===== src/rtl/seven_seg_scan_reader_pkg.sv =====
// ---------------------------------------------------------------------------
// seven_seg_scan_reader_pkg
// Shared definitions for the 7-segment scan reader and the display checkers.
// Segment vectors are ordered {a,b,c,d,e,f,g} (bit6 = a), active-low:
// a 0 bit means the segment is lit.
// Contents:
//   SEG_0..SEG_9, SEG_BLANK : reference segment patterns
//   CODE_BLANK, CODE_INVALID: special digit codes
//   state_t                 : frame assembly state
// ---------------------------------------------------------------------------
package seven_seg_scan_reader_pkg;

  localparam int NUM_DIGITS = 4;

  localparam logic [6:0] SEG_0     = 7'b0000001;
  localparam logic [6:0] SEG_1     = 7'b1001111;
  localparam logic [6:0] SEG_2     = 7'b0010010;
  localparam logic [6:0] SEG_3     = 7'b0000110;
  localparam logic [6:0] SEG_4     = 7'b1001100;
  localparam logic [6:0] SEG_5     = 7'b0100100;
  localparam logic [6:0] SEG_6     = 7'b1100000;
  localparam logic [6:0] SEG_7     = 7'b0001111;
  localparam logic [6:0] SEG_8     = 7'b0000000;
  localparam logic [6:0] SEG_9     = 7'b0000100;
  localparam logic [6:0] SEG_BLANK = 7'b1111111;

  localparam logic [3:0] CODE_BLANK   = 4'hE;
  localparam logic [3:0] CODE_INVALID = 4'hF;

  typedef enum logic {
    COLLECT = 1'b0,
    PUBLISH = 1'b1
  } state_t;

endpackage


===== src/rtl/seven_seg_scan_reader_decode.sv =====
// ---------------------------------------------------------------------------
// seven_seg_pattern_decode
// Combinational 7-segment pattern to digit code translation.
// Ports:
//   seg     in  [6:0] active-low segment pattern {a..g}
//   code    out [3:0] 0..9, CODE_BLANK for an all-dark digit, else CODE_INVALID
//   invalid out       high when the pattern is neither a digit nor blank
// ---------------------------------------------------------------------------
module seven_seg_pattern_decode
  import seven_seg_scan_reader_pkg::*;
(
  input  logic [6:0] seg,
  output logic [3:0] code,
  output logic       invalid
);

  always_comb begin
    code    = CODE_INVALID;
    invalid = 1'b0;
    case (seg)
      SEG_0:     code = 4'd0;
      SEG_1:     code = 4'd1;
      SEG_2:     code = 4'd2;
      SEG_3:     code = 4'd3;
      SEG_4:     code = 4'd4;
      SEG_5:     code = 4'd5;
      SEG_6:     code = 4'd6;
      SEG_7:     code = 4'd7;
      SEG_8:     code = 4'd8;
      SEG_9:     code = 4'd9;
      SEG_BLANK: code = CODE_BLANK;
      default: begin
        code    = CODE_INVALID;
        invalid = 1'b1;
      end
    endcase
  end

endmodule


===== src/rtl/seven_seg_scan_reader.sv =====
// ---------------------------------------------------------------------------
// seven_seg_scan_reader
// Samples a time-multiplexed 4-digit 7-segment bus (shared active-low
// segments, active-low anodes), rebuilds the mm:ss BCD digits and publishes
// each complete frame with a one-cycle frame_valid strobe.
// Ports:
//   clk, rst_n        clock, asynchronous active-low reset
//   seg_in [6:0]      segments {a..g}, active-low, asynchronous to clk
//   an_in  [3:0]      anodes, active-low; [0]=s unit .. [3]=m tens
//   second_unit, second_tens, minute_unit, minute_tens [3:0]
//                     last published digit codes
//   frame_valid       one-cycle pulse when the digit outputs update
//   digit_err [3:0]   per-digit undecodable-pattern flags of that frame
//   bus_err           pulse: a settled sample had several anodes active
//   frame_timeout     pulse: a partial frame was abandoned
//   err_count [15:0]  (only with SEVEN_SEG_READER_ERR_CNT_EN) saturating
//                     count of erroneous frames plus bus errors
// Optional build macro: SEVEN_SEG_READER_ERR_CNT_EN
// ---------------------------------------------------------------------------
module seven_seg_scan_reader
  import seven_seg_scan_reader_pkg::*;
#(
  parameter int SYNC_STAGES    = 2,
  parameter int SETTLE_CYCLES  = 4,
  parameter int TIMEOUT_CYCLES = 65536
) (
  input  logic       clk,
  input  logic       rst_n,
  input  logic [6:0] seg_in,
  input  logic [3:0] an_in,
  output logic [3:0] second_unit,
  output logic [3:0] second_tens,
  output logic [3:0] minute_unit,
  output logic [3:0] minute_tens,
  output logic       frame_valid,
  output logic [3:0] digit_err,
  output logic       bus_err,
  output logic       frame_timeout
`ifdef SEVEN_SEG_READER_ERR_CNT_EN
  ,
  output logic [15:0] err_count
`endif
);

  localparam int STAB_W = $clog2(SETTLE_CYCLES + 1);
  localparam int TO_W   = $clog2(TIMEOUT_CYCLES);
  localparam logic [STAB_W-1:0] STAB_MAX  = STAB_W'(SETTLE_CYCLES);
  localparam logic [STAB_W-1:0] STAB_PRE  = STAB_W'(SETTLE_CYCLES - 1);
  localparam logic [TO_W-1:0]   TO_LAST   = TO_W'(TIMEOUT_CYCLES - 1);

  // ---------------- input synchronizers ----------------
  // Reset to the idle bus (all dark, no anode) so nothing is captured
  // from the flops' reset contents.
  logic [6:0] seg_sync_reg [SYNC_STAGES];
  logic [3:0] an_sync_reg  [SYNC_STAGES];

  for (genvar gi = 0; gi < SYNC_STAGES; gi++) begin : g_sync
    if (gi == 0) begin : g_first
      always_ff @(posedge clk or negedge rst_n) begin
        if (!rst_n) begin
          seg_sync_reg[gi] <= '1;
          an_sync_reg[gi]  <= '1;
        end else begin
          seg_sync_reg[gi] <= seg_in;
          an_sync_reg[gi]  <= an_in;
        end
      end
    end else begin : g_rest
      always_ff @(posedge clk or negedge rst_n) begin
        if (!rst_n) begin
          seg_sync_reg[gi] <= '1;
          an_sync_reg[gi]  <= '1;
        end else begin
          seg_sync_reg[gi] <= seg_sync_reg[gi-1];
          an_sync_reg[gi]  <= an_sync_reg[gi-1];
        end
      end
    end
  end

  logic [6:0]  seg_s;
  logic [3:0]  an_s;
  logic [3:0]  an_low;
  logic [10:0] sample;
  assign seg_s  = seg_sync_reg[SYNC_STAGES-1];
  assign an_s   = an_sync_reg[SYNC_STAGES-1];
  assign an_low = ~an_s;
  assign sample = {an_s, seg_s};

  // ---------------- stability detection ----------------
  logic [10:0]       prev_reg;
  logic [STAB_W-1:0] stab_reg, stab_next;
  logic              same, fire, one_hot, multi, capture, bus_hit;

  assign same = (sample == prev_reg);

  always_comb begin
    stab_next = STAB_W'(1);
    if (same) begin
      stab_next = (stab_reg == STAB_MAX) ? stab_reg : stab_reg + STAB_W'(1);
    end
  end

  // Fires on the single cycle the counter steps onto SETTLE_CYCLES; with a
  // settle of one, every change of sample is itself the capture point.
  assign fire    = same ? (stab_reg == STAB_PRE) : (SETTLE_CYCLES == 1);
  assign one_hot = (an_low != 4'd0) && ((an_low & (an_low - 4'd1)) == 4'd0);
  assign multi   = (an_low != 4'd0) && !one_hot;
  assign capture = fire && one_hot;
  assign bus_hit = fire && multi;

  always_ff @(posedge clk or negedge rst_n) begin
    if (!rst_n) begin
      prev_reg <= '1;
      stab_reg <= '0;
    end else begin
      prev_reg <= sample;
      stab_reg <= stab_next;
    end
  end

  // ---------------- decode and staging ----------------
  logic [3:0] dec_code;
  logic       dec_invalid;

  seven_seg_pattern_decode u_decode (
    .seg     (seg_s),
    .code    (dec_code),
    .invalid (dec_invalid)
  );

  logic [3:0] slot_reg     [NUM_DIGITS];
  logic       slot_err_reg [NUM_DIGITS];
  logic [3:0] stage_err;

  for (genvar gi = 0; gi < NUM_DIGITS; gi++) begin : g_slot
    always_ff @(posedge clk or negedge rst_n) begin
      if (!rst_n) begin
        slot_reg[gi]     <= 4'h0;
        slot_err_reg[gi] <= 1'b0;
      end else if (capture && an_low[gi]) begin
        slot_reg[gi]     <= dec_code;
        slot_err_reg[gi] <= dec_invalid;
      end
    end
    assign stage_err[gi] = slot_err_reg[gi];
  end

  // ---------------- frame FSM ----------------
  state_t          state_reg, state_next;
  logic            publish;
  logic [3:0]      seen_reg, seen_next;
  logic [TO_W-1:0] to_cnt_reg, to_cnt_next;
  logic            timeout_hit;

  // A capture always restarts the timeout, so it can never coincide with it.
  assign timeout_hit = !capture && (to_cnt_reg == TO_LAST) && (seen_reg != 4'd0);

  always_comb begin
    seen_next = seen_reg;
    if (publish || timeout_hit) begin
      seen_next = 4'd0;
    end
    // Applied after the clear so a capture during PUBLISH opens the next frame.
    if (capture) begin
      seen_next = seen_next | an_low;
    end
  end

  always_comb begin
    to_cnt_next = to_cnt_reg;
    if (capture || timeout_hit) begin
      to_cnt_next = '0;
    end else if (to_cnt_reg != TO_LAST) begin
      to_cnt_next = to_cnt_reg + TO_W'(1);
    end
  end

  always_ff @(posedge clk or negedge rst_n) begin
    if (!rst_n) begin
      state_reg <= COLLECT;
    end else begin
      state_reg <= state_next;
    end
  end

  always_comb begin
    state_next = state_reg;
    case (state_reg)
      COLLECT: if (seen_next == 4'hF) state_next = PUBLISH;
      PUBLISH: state_next = COLLECT;
      default: state_next = COLLECT;
    endcase
  end

  always_comb begin
    publish = (state_reg == PUBLISH);
  end

  always_ff @(posedge clk or negedge rst_n) begin
    if (!rst_n) begin
      seen_reg   <= 4'd0;
      to_cnt_reg <= '0;
    end else begin
      seen_reg   <= seen_next;
      to_cnt_reg <= to_cnt_next;
    end
  end

  // ---------------- published outputs ----------------
  logic [3:0] pub_reg [NUM_DIGITS];
  logic [3:0] digit_err_reg;
  logic       frame_valid_reg, bus_err_reg, frame_timeout_reg;

  for (genvar gi = 0; gi < NUM_DIGITS; gi++) begin : g_pub
    always_ff @(posedge clk or negedge rst_n) begin
      if (!rst_n) begin
        pub_reg[gi] <= 4'h0;
      end else if (publish) begin
        pub_reg[gi] <= slot_reg[gi];
      end
    end
  end

  always_ff @(posedge clk or negedge rst_n) begin
    if (!rst_n) begin
      digit_err_reg     <= 4'd0;
      frame_valid_reg   <= 1'b0;
      bus_err_reg       <= 1'b0;
      frame_timeout_reg <= 1'b0;
    end else begin
      if (publish) begin
        digit_err_reg <= stage_err;
      end
      frame_valid_reg   <= publish;
      bus_err_reg       <= bus_hit;
      frame_timeout_reg <= timeout_hit;
    end
  end

  assign second_unit   = pub_reg[0];
  assign second_tens   = pub_reg[1];
  assign minute_unit   = pub_reg[2];
  assign minute_tens   = pub_reg[3];
  assign digit_err     = digit_err_reg;
  assign frame_valid   = frame_valid_reg;
  assign bus_err       = bus_err_reg;
  assign frame_timeout = frame_timeout_reg;

`ifdef SEVEN_SEG_READER_ERR_CNT_EN
  // Counts from the registered strobes, so an erroneous frame and a bus
  // error landing together add two.
  logic [15:0] err_count_reg;
  logic [16:0] err_sum;

  always_comb begin
    err_sum = {1'b0, err_count_reg}
            + 17'(frame_valid_reg && (digit_err_reg != 4'd0))
            + 17'(bus_err_reg);
  end

  always_ff @(posedge clk or negedge rst_n) begin
    if (!rst_n) begin
      err_count_reg <= 16'd0;
    end else begin
      err_count_reg <= err_sum[16] ? 16'hFFFF : err_sum[15:0];
    end
  end

  assign err_count = err_count_reg;
`endif

endmodule


===== config.mk =====
export PLATFORM = sky130hd
export DESIGN_NAME = seven_seg_scan_reader
export DESIGN_NICKNAME = d
export VERILOG_FILES = /design/src/rtl/seven_seg_scan_reader_pkg.sv /design/src/rtl/seven_seg_scan_reader_decode.sv /design/src/rtl/seven_seg_scan_reader.sv
export SDC_FILE = /design/constraint.sdc
export NUM_CORES = 1
export LEC_CHECK = 0
export CAP_MARGIN = 40
export CORE_MARGIN = 2
export CORE_UTILIZATION = 45
export DETAILED_ROUTE_END_ITERATION = 8
export GPL_TIMING_DRIVEN = 0
export PLACE_DENSITY = 0.69
export SLEW_MARGIN = 20
export SYNTH_ARGS = -nofsm -noshare
export SYNTH_HDL_FRONTEND = slang
export SYNTH_SLANG_ARGS = --single-unit

===== constraint.sdc =====
create_clock -name clk -period 5 [get_ports clk]
set_input_delay 0.75 -clock clk [delete_from_list [all_inputs] [get_ports clk]]
set_output_delay 0.75 -clock clk [all_outputs]
set_load 0.01 [all_outputs]

# Word level (Yosys, flattened, before mapping)
# Index checks and enable logic that the tools add are counted.
# word_totals
regBits	100
in_bits	13
# classes
n_addsub	3
n_mux	11
n_eq_ne	17
n_reduce_logical	20
bitwise_logic	4
# ops
op	count
one-hot mux 4 bit (11 select lines)	1
2-to-1 mux 16 bit	2
== test 7 bit (second input constant)	4
adder 16 x 1 -> 16 bit (second input constant)	1
== test 16 bit (second input constant)	1
inequality test 16 bit (second input constant)	1
== test 7 x 3 -> 1 bit (second input constant)	2
== test 11 bit	1
OR reduction 11 bit	1
logical AND 1 bit	10
2-to-1 mux 4 bit	2
nonzero test 4 bit	2
== test 7 x 1 -> 1 bit (second input constant)	1
== test 7 x 4 -> 1 bit (second input constant)	1
== test 7 x 5 -> 1 bit (second input constant)	1
== test 7 x 6 -> 1 bit (second input constant)	1
logical NOT 7 bit	1
2-to-1 mux 3 bit	2
AND 4 bit	1
== test 4 bit (second input constant)	1
logical NOT 4 bit	1
NOT 4 bit	1
OR 4 bit	1
subtractor 4 x 1 -> 4 bit (second input constant)	1
10 further kinds	14

# Depth between registers and ports, before layout
# Gate-level depths: netlist of the first run.
# logic_depth
depth_word	16
depth_mapped	8

# Cells and area by module
# A second synthesis of the first run with hierarchy kept.
# hier_totals
hier_cells	324
area_unflattened_um2	4236.6
# by_module_without_submodules
module	n_inst	seq_area_each_um2	area_each_um2	cells_per_inst
seven_seg_scan_reader	1	2543.7	3935.0	281
seven_seg_pattern_decode	1	0.0	301.5	43

# Least setup slack after synthesis of the first run
# No wires, ideal clock.
# synth_path
path_kind	register to register
start	reg an_sync_reg (netlist bit an_s[0])
end	reg slot_reg[6] (netlist name)
path_stages_with_launch	8
setup_slack_ns	2.690
required_ns	4.872
setup_time_ns	0.128
arrival_ns	2.182
n_path_buf	1
cell_sequence	dfstp_2 clkbuf_1 xor2_1 nor4_4 nand4_4 or2_4 nor2_8 mux2_1
# synth_between
elab_chain_len	7
elab_cells_between_ends	10
cone_classes	add/sub: 1; eq/ne: 1; mux: 1; bitwise: 2; reduce/logical: 5
# synth_lines
element	line	text
start: declaration	seven_seg_scan_reader.sv:55	logic [3:0] an_sync_reg [SYNC_STAGES];
start signal: indexed assignment	seven_seg_scan_reader.sv:75	an_sync_reg[gi] <= an_sync_reg[gi-1];
NOT 4 bit	seven_seg_scan_reader.sv:87	assign an_low = ~an_s;
subtractor 4 x 1 -> 4 bit	seven_seg_scan_reader.sv:107	assign one_hot = (an_low != 4'd0) && ((an_low & (an_low - 4'd1)) == 4'd0);
AND 4 bit	seven_seg_scan_reader.sv:107	
logical NOT 4 bit	seven_seg_scan_reader.sv:107	
logical AND 1 bit	seven_seg_scan_reader.sv:107	
logical AND 1 bit *	seven_seg_scan_reader.sv:109	assign capture = fire && one_hot;
logical AND 1 bit *	seven_seg_scan_reader.sv:141	end else if (capture && an_low[gi]) begin
end signal: indexed assignment	seven_seg_scan_reader.sv:142	slot_reg[gi] <= dec_code;
end: declaration	seven_seg_scan_reader.sv:132	logic [3:0] slot_reg [NUM_DIGITS];
# Mark *: on every way between the ends. The rest lies on a longest branch, timed or not.
# A chain may end at the register's enable or synchronous reset.

# Worst setup path in the final report of the first run
# layout_path
start	reg an_sync_reg (netlist bit an_s[0])
end	reg slot_reg[12] (netlist name)
# layout_between
elab_chain_len	7
elab_cells_between_ends	10
cone_classes	add/sub: 1; eq/ne: 1; mux: 1; bitwise: 2; reduce/logical: 5
# layout_lines
element	line
NOT 4 bit	seven_seg_scan_reader.sv:87
subtractor 4 x 1 -> 4 bit	seven_seg_scan_reader.sv:107
AND 4 bit	seven_seg_scan_reader.sv:107
logical NOT 4 bit	seven_seg_scan_reader.sv:107
logical AND 1 bit	seven_seg_scan_reader.sv:107
logical AND 1 bit	seven_seg_scan_reader.sv:109
logical AND 1 bit *	seven_seg_scan_reader.sv:141
# Marks and branches as above.

==> results of run 1 <==
-- Yosys cell counts, types with 4 or more instances --
master,count,share of area (%)
xnor2_1,4,0.84
xor2_1,20,4.2
mux2_1,10,2.7
clkbuf_1,6,0.54
nor2_1,29,2.6
mux2i_1,6,1.4
a21oi_1,7,0.84
nor3_1,4,0.48
nand4_1,7,1.1
nand2_1,17,1.5
mux2_2,24,6.5
ha_1,4,1.2
nand3_1,10,1.2
dfrtp_1,67,40
inv_1,13,1.2
and3_1,5,0.75
dfstp_2,33,21
nand2b_1,5,0.75
-- cells by family after synthesis --
logic type / count (synthesis) / share of synthesized area [%]
mux: 40 / 10.7
simple gates: 97 / 13.7
buf+inv: 23 / 2.32
xor+xnor: 24 / 5.06
flops: 100 / 61.2
fa+ha+maj: 5 / 1.45
compound gates: 33 / 5.60
-- layout make-up --
type,instances,area (um^2)
tap,111,139
clock inverter,7,67.6
inverter,13,48.8
timing repair buffer,36,379
clock buffer,9,124
multi-input combinational,199,1510
buffer,10,47.5
sequential,100,2540
fill,791,4250
-- metrics by stage --
step                      worst slack, ns  power, mW
after detailed placement             2.42      0.923
after CTS                            2.41       1.42
after floorplan                      2.69      0.887
final                                2.44       1.41
after global routing                 2.30       1.47
after global placement             -0.330      0.918
-- power breakdown --
part / total, mW / leakage, nW / internal [mW] / switching, mW
combinational: 0.0645 / 0.818 / 0.0248 / 0.0397
sequential: 0.842 / 1.26 / 0.833 / 0.00901
clock: 0.499 / 0.0993 / 0.194 / 0.305
total: 1.41 / 2.18 / 1.05 / 0.353
-- per-layer routing --
metal / track usage [%] / up-vias / part of all wire [%]
met2: 23.1 / 48 / 46
met1: 19.9 / 1232 / 48
met3: 4.81 / 12 / 3.7
li1: - / 1209 / -
met4: 4.43 / 0 / 1.6
met5: 0 / - / 0
-- final timing paths --
kind | to | startpoint | depth (start not counted) | slack (ns)
max reg2reg | slot_reg[12] | an_s[0] | 6 | 2.44
min reg2reg | seg_s[1] | seg_sync_reg[8] | 0 | 0.35
min | to_cnt_reg[15] | rst_n | 1 | 0.31
min in group clk | seg_s[1] | seg_sync_reg[8] | 0 | 0.35
max in group asynchronous | an_s[2] | rst_n | 2 | 4.04
max | slot_reg[12] | an_s[0] | 6 | 2.44
-- critical path, cell delays in order (launching register included) --
cell and delay, ns:
dfstp_2 0.54, clkbuf_1 0.29, xor2_1 0.18, nor4_4 0.35, nand4_4 0.22, nor3_4 0.48
mux2_2 0.40
==> summary.md, run 1 <==
| Metric | Value |
|---|---|
| Outcome | complete, no violations |
| Final nets | 386 |
| Antenna violations before repair | 0 |
| Final Cycle Share | 51.1% |
| Clk_lat worst skew | 0.37 ns |
| Die span in x | 100 um |
| Site row count | 35 |
| Placer congestion estimate | 0.795 |
| Setup Skew | 0.0154 ns |
| Slew @ Worst Pin | 0.530 ns |
| Die Height | 100 um |
| Largest net degree at the start of global routing | 53 |
| Worst setup SP type | flip-flop |
| Synth async-reset ratio | 100% |
| # port buffers | 35 |
| Crit path DAT | 2.83 ns |
| Finished Core Util | 53.4% |
| Vias per cell | 5.16 |
| Worst-path clk slew | 0.11 ns |
| Peak supply drop | 0.176 mV |
| Syn_area_per_cell | 12.9 um^2 |
| Top FF cell, synth | dfrtp_1 |
| DR WL/cell | 13.9 um |
| Number of hold buffers added after cts | 0 |
| RSZ-0062 raised after global routing | no |
| Synthesized cell area | 0.00415 mm^2 |
| Total global-route track usage | 14.8% |
| Remaining DRCs | 0 |
| WL final | 6.76 mm |
| Core area | 0.00911 mm^2 |
| Antenna diodes | 0 |
| PostCTS Resize Cnt | 0 |
| Yosys warning count | 0 |
| Vias after detailed routing | 2,501 |
| PD cells | 289 mW/mm^2 |
| Max clock buf depth | 2 |
| Final std cells w/o fill | 485 |
| Critical path required time | 5.28 ns |
| Post-CTS setup buffer count | 0 |
| EDFF count, synth | 0 |
| Initial core utilization | 45.6% |
| CTS tree | yes |
| TritonCTS Buffers | 9 |
| Setup Viol. Count Final | 0 |
| Layout cell share with drive strength beyond 1 | 24.3% |
| WHS | 0.309 ns |
| Placement Cell Area | 0.00467 mm^2 |
| Crit Path Max Fanout | 8 |
| CTS Root Cell | clkbuf_8 |
| Most frequent cells in the layout | dfrtp_1 (67), clkdlybuf4s50_1 (34), dfstp_2 (33), nor2_1 (29), mux2_2 (24) |
| # clock sinks | 100 |
| Final Slew Violations | 0 |
| Seq cells post-synth | 100 |
| Post-DRT Antenna Nets | 0 |
| Max_cap viols | 0 |
| Io pins | 36 |
| Vias in the first global route | 2,518 |
| First drt pass iteration count | 4 |
| Iteration-0 DRC Markers | 111 |
| Die area | 0.0100 mm^2 |
| Synthesis-to-finish area growth | 17.1% |
| Placed instance count | 469 |
| Tmin final | 2.56 ns |
| First-pass GRT wire length | 11.7 mm |
| Hold Path Class | in -> async |
| Seq/Total Area, Yosys | 61.2% |
| FMAX | 391 MHz |
| Grt total ovfl | 0 |
| Final non-filler cell area | 0.00486 mm^2 |
| Crit path kind | reg -> reg |
| H-tree depth | 3 |
| Worst Setup End Kind | flip-flop |
| Final hold vios | 0 |
| Commonest non-fill, non-tap cell in the layout | dfrtp_1 |
| Syn nets | 339 |
| Distinct cell type count of the synthesized netlist | 55 |
| Slew margin rel. | 64.7% |
| Synth Instances | 322 |
| Setup TNS | 0 ns |
| Leak | 2.18 nW |
| Dpl hpwl | 4.57 mm |
Note: power is estimated with default switching activity, not from simulation.
==> run 2: changes to the inputs <==
- PLACE_DENSITY: 0.69 -> 0.71
- clock period: 5 -> 2.2 ns (I/O delays scaled with it)
==> run 2 against run 1 <==
Clock power rose by 130%. Global-route usage is 2.3 points higher. Wire length increased by 17%. Cell count up 5.2%. Maximum frequency increased by 17%. Largest cell class unchanged.
==> summary.md, run 2 (synthesis results as in run 1) <==
| Metric | Value |
|---|---|
| Largest net degree at the start of global routing | 57 |
| Dpl ws | -0.296 ns |
| TritonCTS Buffers | 9 |
| Max_cap viols | 0 |
| Clk_lat worst skew | 0.37 ns |
| Tmin final | 2.18 ns |
| WL final | 7.89 mm |
| Slew @ Worst Pin | 0.679 ns |
| Antenna diodes | 0 |
| Final nets | 411 |
| Die span in x | 100 um |
| # port buffers | 35 |
| Placer congestion estimate | 0.785 |
| Critical path required time | 2.46 ns |
| Hold Path Class | in -> reg |
| Worst-path clk slew | 0.10 ns |
| Commonest non-fill, non-tap cell in the layout | dfrtp_1 |
| PD cells | 625 mW/mm^2 |
| Worst setup SP type | flip-flop |
| Remaining DRCs | 0 |
| Crit path DAT | 2.44 ns |
| Most frequent cells in the layout | dfrtp_1 (67), clkdlybuf4s50_1 (34), dfstp_2 (33), nor2_1 (29) |
| Fillers | 723 |
| Final Slew Violations | 0 |
| Core area | 0.00911 mm^2 |
| Synthesis-to-finish area growth | 25.6% |
| Final Cycle Share | 99.1% |
| Initial core utilization | 45.6% |
| Crit Path Max Fanout | 6 |
| Worst Setup End Kind | flip-flop |
| Sequential cell area | 0.00254 mm^2 |
| Setup Skew | 0.0137 ns |
| Multi-input gate area | 0.00162 mm^2 |
| Final hold vios | 0 |
| Layout cell share with drive strength beyond 1 | 33.8% |
| Total global-route track usage | 17.0% |
| Leak | 2.37 nW |
| Post-DRT Antenna Nets | 0 |
| Io pins | 36 |
| Final setup margin | 0.0198 ns |
| Site row count | 35 |
| Vias in the first global route | 2,763 |
| Slew margin rel. | 54.3% |
| Crit path kind | reg -> reg |
| FMAX | 459 MHz |
| Outcome | complete, no violations |
| Grt total ovfl | 0 |
| Antenna violations before repair | 0 |
| First-pass GRT wire length | 13.3 mm |
| RSZ-0062 raised after global routing | yes |
| H-tree depth | 3 |
| CTS tree | yes |
| First drt pass iteration count | 4 |
| DR WL/cell | 15.5 um |
| # clock sinks | 100 |
| Dpl hpwl | 4.89 mm |
| Power, Total | 3.26 mW |
| Max clock buf depth | 2 |
| Vias per cell | 5.18 |
| Setup TNS | 0 ns |
| Iteration-0 DRC Markers | 96 |
| Die area | 0.0100 mm^2 |
| CTS Root Cell | clkbuf_8 |
| Die Height | 100 um |
| Setup Viol. Count Final | 0 |
| Peak supply drop | 0.413 mV |
| Vias after detailed routing | 2,644 |
## run 2: cell count changes in the layout (fill, tap and decap cells not counted), moves of 3 or more
cell and delta:
xor2_2 +6, mux2_1 -8, clkbuf_8 +3, buf_4 +24, xor2_1 -6, clkbuf_1 -4, mux2_4 +8
## run 2: where the power goes
group	internal [mW]	switching (mW)
Sequential	1.89	0.0217
Combinational	0.0923	0.111
Clock	0.464	0.677
## run 2: repair_timing
action | CTS | global route
hold buffers | 1 | 0
resized for setup | 13 | 18
buffers inserted | 15 | 10
pin swaps | 7 | 9
setup endpoints to repair | 34 | 36
endpoints found under the hold margin | 17 | 0
## run 2: cell type report
| type | instances | area share [%] |
|---|---|---|
| plain buffers | 9 | 1.42 |
| clock buffers | 10 | 2.64 |
| clock inverters | 6 | 1.08 |
| inverters | 13 | 0.935 |
| multi-input cells | 199 | 31.1 |
| flip-flops and latches | 100 | 48.8 |
| well taps | 111 | 2.66 |
| repair buffers | 62 | 11.4 |
## run 2: per-stage QoR
stage	area [um^2]	cells	utilization, %	hold WS [ns]
3_5_place_dp	4680	469	51.4	0.283
2_1_floorplan	4170	322	-	0.0344
3_3_place_gp	4650	468	51.1	0.346
6_report	5220	510	57.3	0.354
4_1_cts	5070	500	55.7	0.333
5_1_grt	5220	510	57.3	0.325
## run 2: final timing paths
| path | endpoint | cells after the start | slack, ns | start |
|---|---|---|---|---|
| worst max register to register | slot_reg[3] | 6 | 0.02 | seg_s[3] |
| max in group asynchronous | prev_reg[9] | 3 | 1.11 | rst_n |
| worst max-delay path | slot_reg[3] | 6 | 0.02 | seg_s[3] |
| worst min register to register | an_s[0] | 0 | 0.36 | an_sync_reg[4] |
| worst min-delay path | seg_sync_reg[8] | 1 | 0.35 | seg_in[1] |
| min in group asynchronous | to_cnt_reg[8] | 2 | 0.44 | rst_n |
## run 2: worst max-delay path, stage by stage, from the launching register on
cell and delay (ns):
dfstp_2 0.61, xor2_2 0.10, nor4_4 0.34, nand4_4 0.18, or2_4 0.33, nor2_8 0.19, mux2_4 0.31
## run 2: metal layers
layer  up-vias  wire length (um)  global-route usage [%]
li1       1247                 -                       -
met1      1324              3400                    21.4
met2        63              4060                    28.7
met3        10               290                    3.76
met4         0               133                    6.95
met5         -                 0                       0
==> run 3: changes to the inputs <==
- CORE_MARGIN: 2 -> not set
- CTS_BUF_LIST: not set -> sky130_fd_sc_hd__clkbuf_8
==> run 3 against run 2 <==
The run now ends with DRC left. Design area is 0.53% lower. Maximum frequency is 1.1% higher. Worst setup slack better by 0.023 ns. Via count is 1.1% lower. Wire length is 5.8% lower. Hold slack worse by 0.00063 ns. Combinational power is 13% lower. Non-clock buffer count is 2 lower. Cell count is 0.98% lower. Core utilization is 1.4 points higher. Sequential power hardly changed.
==> summary.md, run 3 (synthesis results as in run 1) <==
| Metric | Value |
|---|---|
| PD cells | 614 mW/mm^2 |
| Placer congestion estimate | 0.858 |
| Outcome | finished with violations |
| Multi-input gate area | 0.00163 mm^2 |
| Worst setup SP type | flip-flop |
| Worst Setup End Kind | flip-flop |
| Worst path max stage delay | 0.62 ns |
| RSZ-0062 raised after global routing | yes |
| Die Height | 98.1 um |
| Initial core utilization | 46.9% |
| Worst-path clk slew | 0.10 ns |
| TritonCTS Buffers | 9 |
| Total global-route track usage | 16.5% |
| Most frequent cells in the layout | dfrtp_1 (67), clkdlybuf4s50_1 (34), dfstp_2 (33), nor2_1 (29), mux2_2 (24) |
| Max_cap viols | 0 |
| Final hold vios | 0 |
| Crit path kind | reg -> reg |
| # port buffers | 35 |
| # clock sinks | 100 |
| Die area | 0.00962 mm^2 |
| Final Slew Violations | 0 |
| Remaining DRCs | 1 |
| Fillers | 703 |
| Power, Total | 3.19 mW |
| Critical path required time | 2.45 ns |
| Max clock buf depth | 2 |
| First drt pass iteration count | 6 |
| Core area | 0.00885 mm^2 |
| Leak | 2.35 nW |
| Hold Path Class | in -> reg |
| CTS tree | yes |
| Slew margin rel. | 52.9% |
| Io pins | 36 |
| R2r setup slk | 0.04 ns |
| FMAX | 464 MHz |
| Dpl hpwl | 4.79 mm |
| First-pass GRT wire length | 12.6 mm |
| Sequential cell area | 0.00254 mm^2 |
| Antenna diodes | 0 |
| H-tree depth | 3 |
| Iteration-0 DRC Markers | 97 |
| Grt total ovfl | 0 |
| Peak supply drop | 0.352 mV |
| Tmin final | 2.16 ns |
| Vias per cell | 5.18 |
| FF-to-FF path depth | 6 |
| Antenna violations before repair | 0 |
| Commonest non-fill, non-tap cell in the layout | dfrtp_1 |
| Setup Viol. Count Final | 0 |
| Crit path DAT | 2.41 ns |
| Hold path depth | 1 |
| Slew @ Worst Pin | 0.700 ns |
| Die span in x | 98.1 um |
| Failing checks | DRC |
| Synthesis-to-finish area growth | 24.9% |
| Final nets | 409 |
| Layout cell share with drive strength beyond 1 | 33.0% |
| Setup TNS | 0 ns |
| Crit Path Max Fanout | 8 |
| Clk_lat worst skew | 0.37 ns |
| Setup Skew | 0.0178 ns |
| Post-DRT Antenna Nets | 0 |
| Site row count | 34 |
| Largest net degree at the start of global routing | 85 |
| Vias in the first global route | 2,717 |
| Vias after detailed routing | 2,616 |
| Crit-path slowest cell | dfstp_2 |
| CTS Root Cell | clkbuf_8 |
| DR WL/cell | 14.7 um |
| Final Cycle Share | 98.0% |
| Worst path cell trace | xor2_2 > nor4_4 > nand4_4 > or2_4 > nor2_8 > mux2_4 |
| WL final | 7.43 mm |
-- run 3: worst paths after layout --
| path | startpoint | to |
|---|---|---|
| setup reg to reg | seg_s[6] | slot_reg[3] |
| hold reg to reg | seg_sync_reg[12] | seg_s[5] |
| hold / removal | seg_in[6] | seg_sync_reg[13] |
| max in group asynchronous | rst_n | prev_reg[6] |
| setup / recovery | seg_s[6] | slot_reg[3] |
| min in group asynchronous | rst_n | prev_reg[0] |
-- run 3: cell type report --
type | instances | share of cell area, %
Multi-Input combinational cell | 199 | 31.4
Tap cell | 108 | 2.60
Clock buffer | 9 | 2.39
Inverter | 13 | 0.940
Sequential cell | 100 | 49.0
Timing Repair Buffer | 62 | 11.6
Buffer | 7 | 0.892
Clock inverter | 7 | 1.13
-- run 3: repair_timing --
action / CTS / global route
pin swaps: 8 / 12
setup buffers: 14 / 11
resized for setup: 12 / 14
endpoints found under the setup margin: 35 / 30
hold buffers: 1 / 0
hold endpoints to repair: 16 / 0
-- run 3: power by group --
group	switching, mW	internal (mW)	total, mW
clock network	0.663	0.429	1.09
logic	0.0998	0.0782	0.178
registers	0.0248	1.89	1.92
total	0.787	2.40	3.19
-- run 3: metal layers --
metal,wire length [um],GRT usage [%]
met5,0,0
met1,3390,21.1
met2,3680,27.3
met4,110,7.46
met3,245,3.44
-- run 3: worst max-delay path: cells and delay by family (launching register included) --
kind	cells	cell delay [ns]
XOR/XNOR	1	0.12
flip-flops	1	0.62
AND/OR/NAND/NOR	4	0.98
multiplexers	1	0.31
-- run 3: metrics by stage --
stage	cell area, um^2	instances	utilization [%]	hold WS (ns)	setup slack [ns]
6_report	5190	505	58.6	0.353	0.0429
5_1_grt	5190	505	58.6	0.331	-0.0367
4_1_cts	5050	495	57.0	0.338	0.00109
3_5_place_dp	4680	466	52.9	0.347	-0.310
3_3_place_gp	4650	465	52.6	0.346	-2.73
2_1_floorplan	4170	322	-	0.0344	0.0117
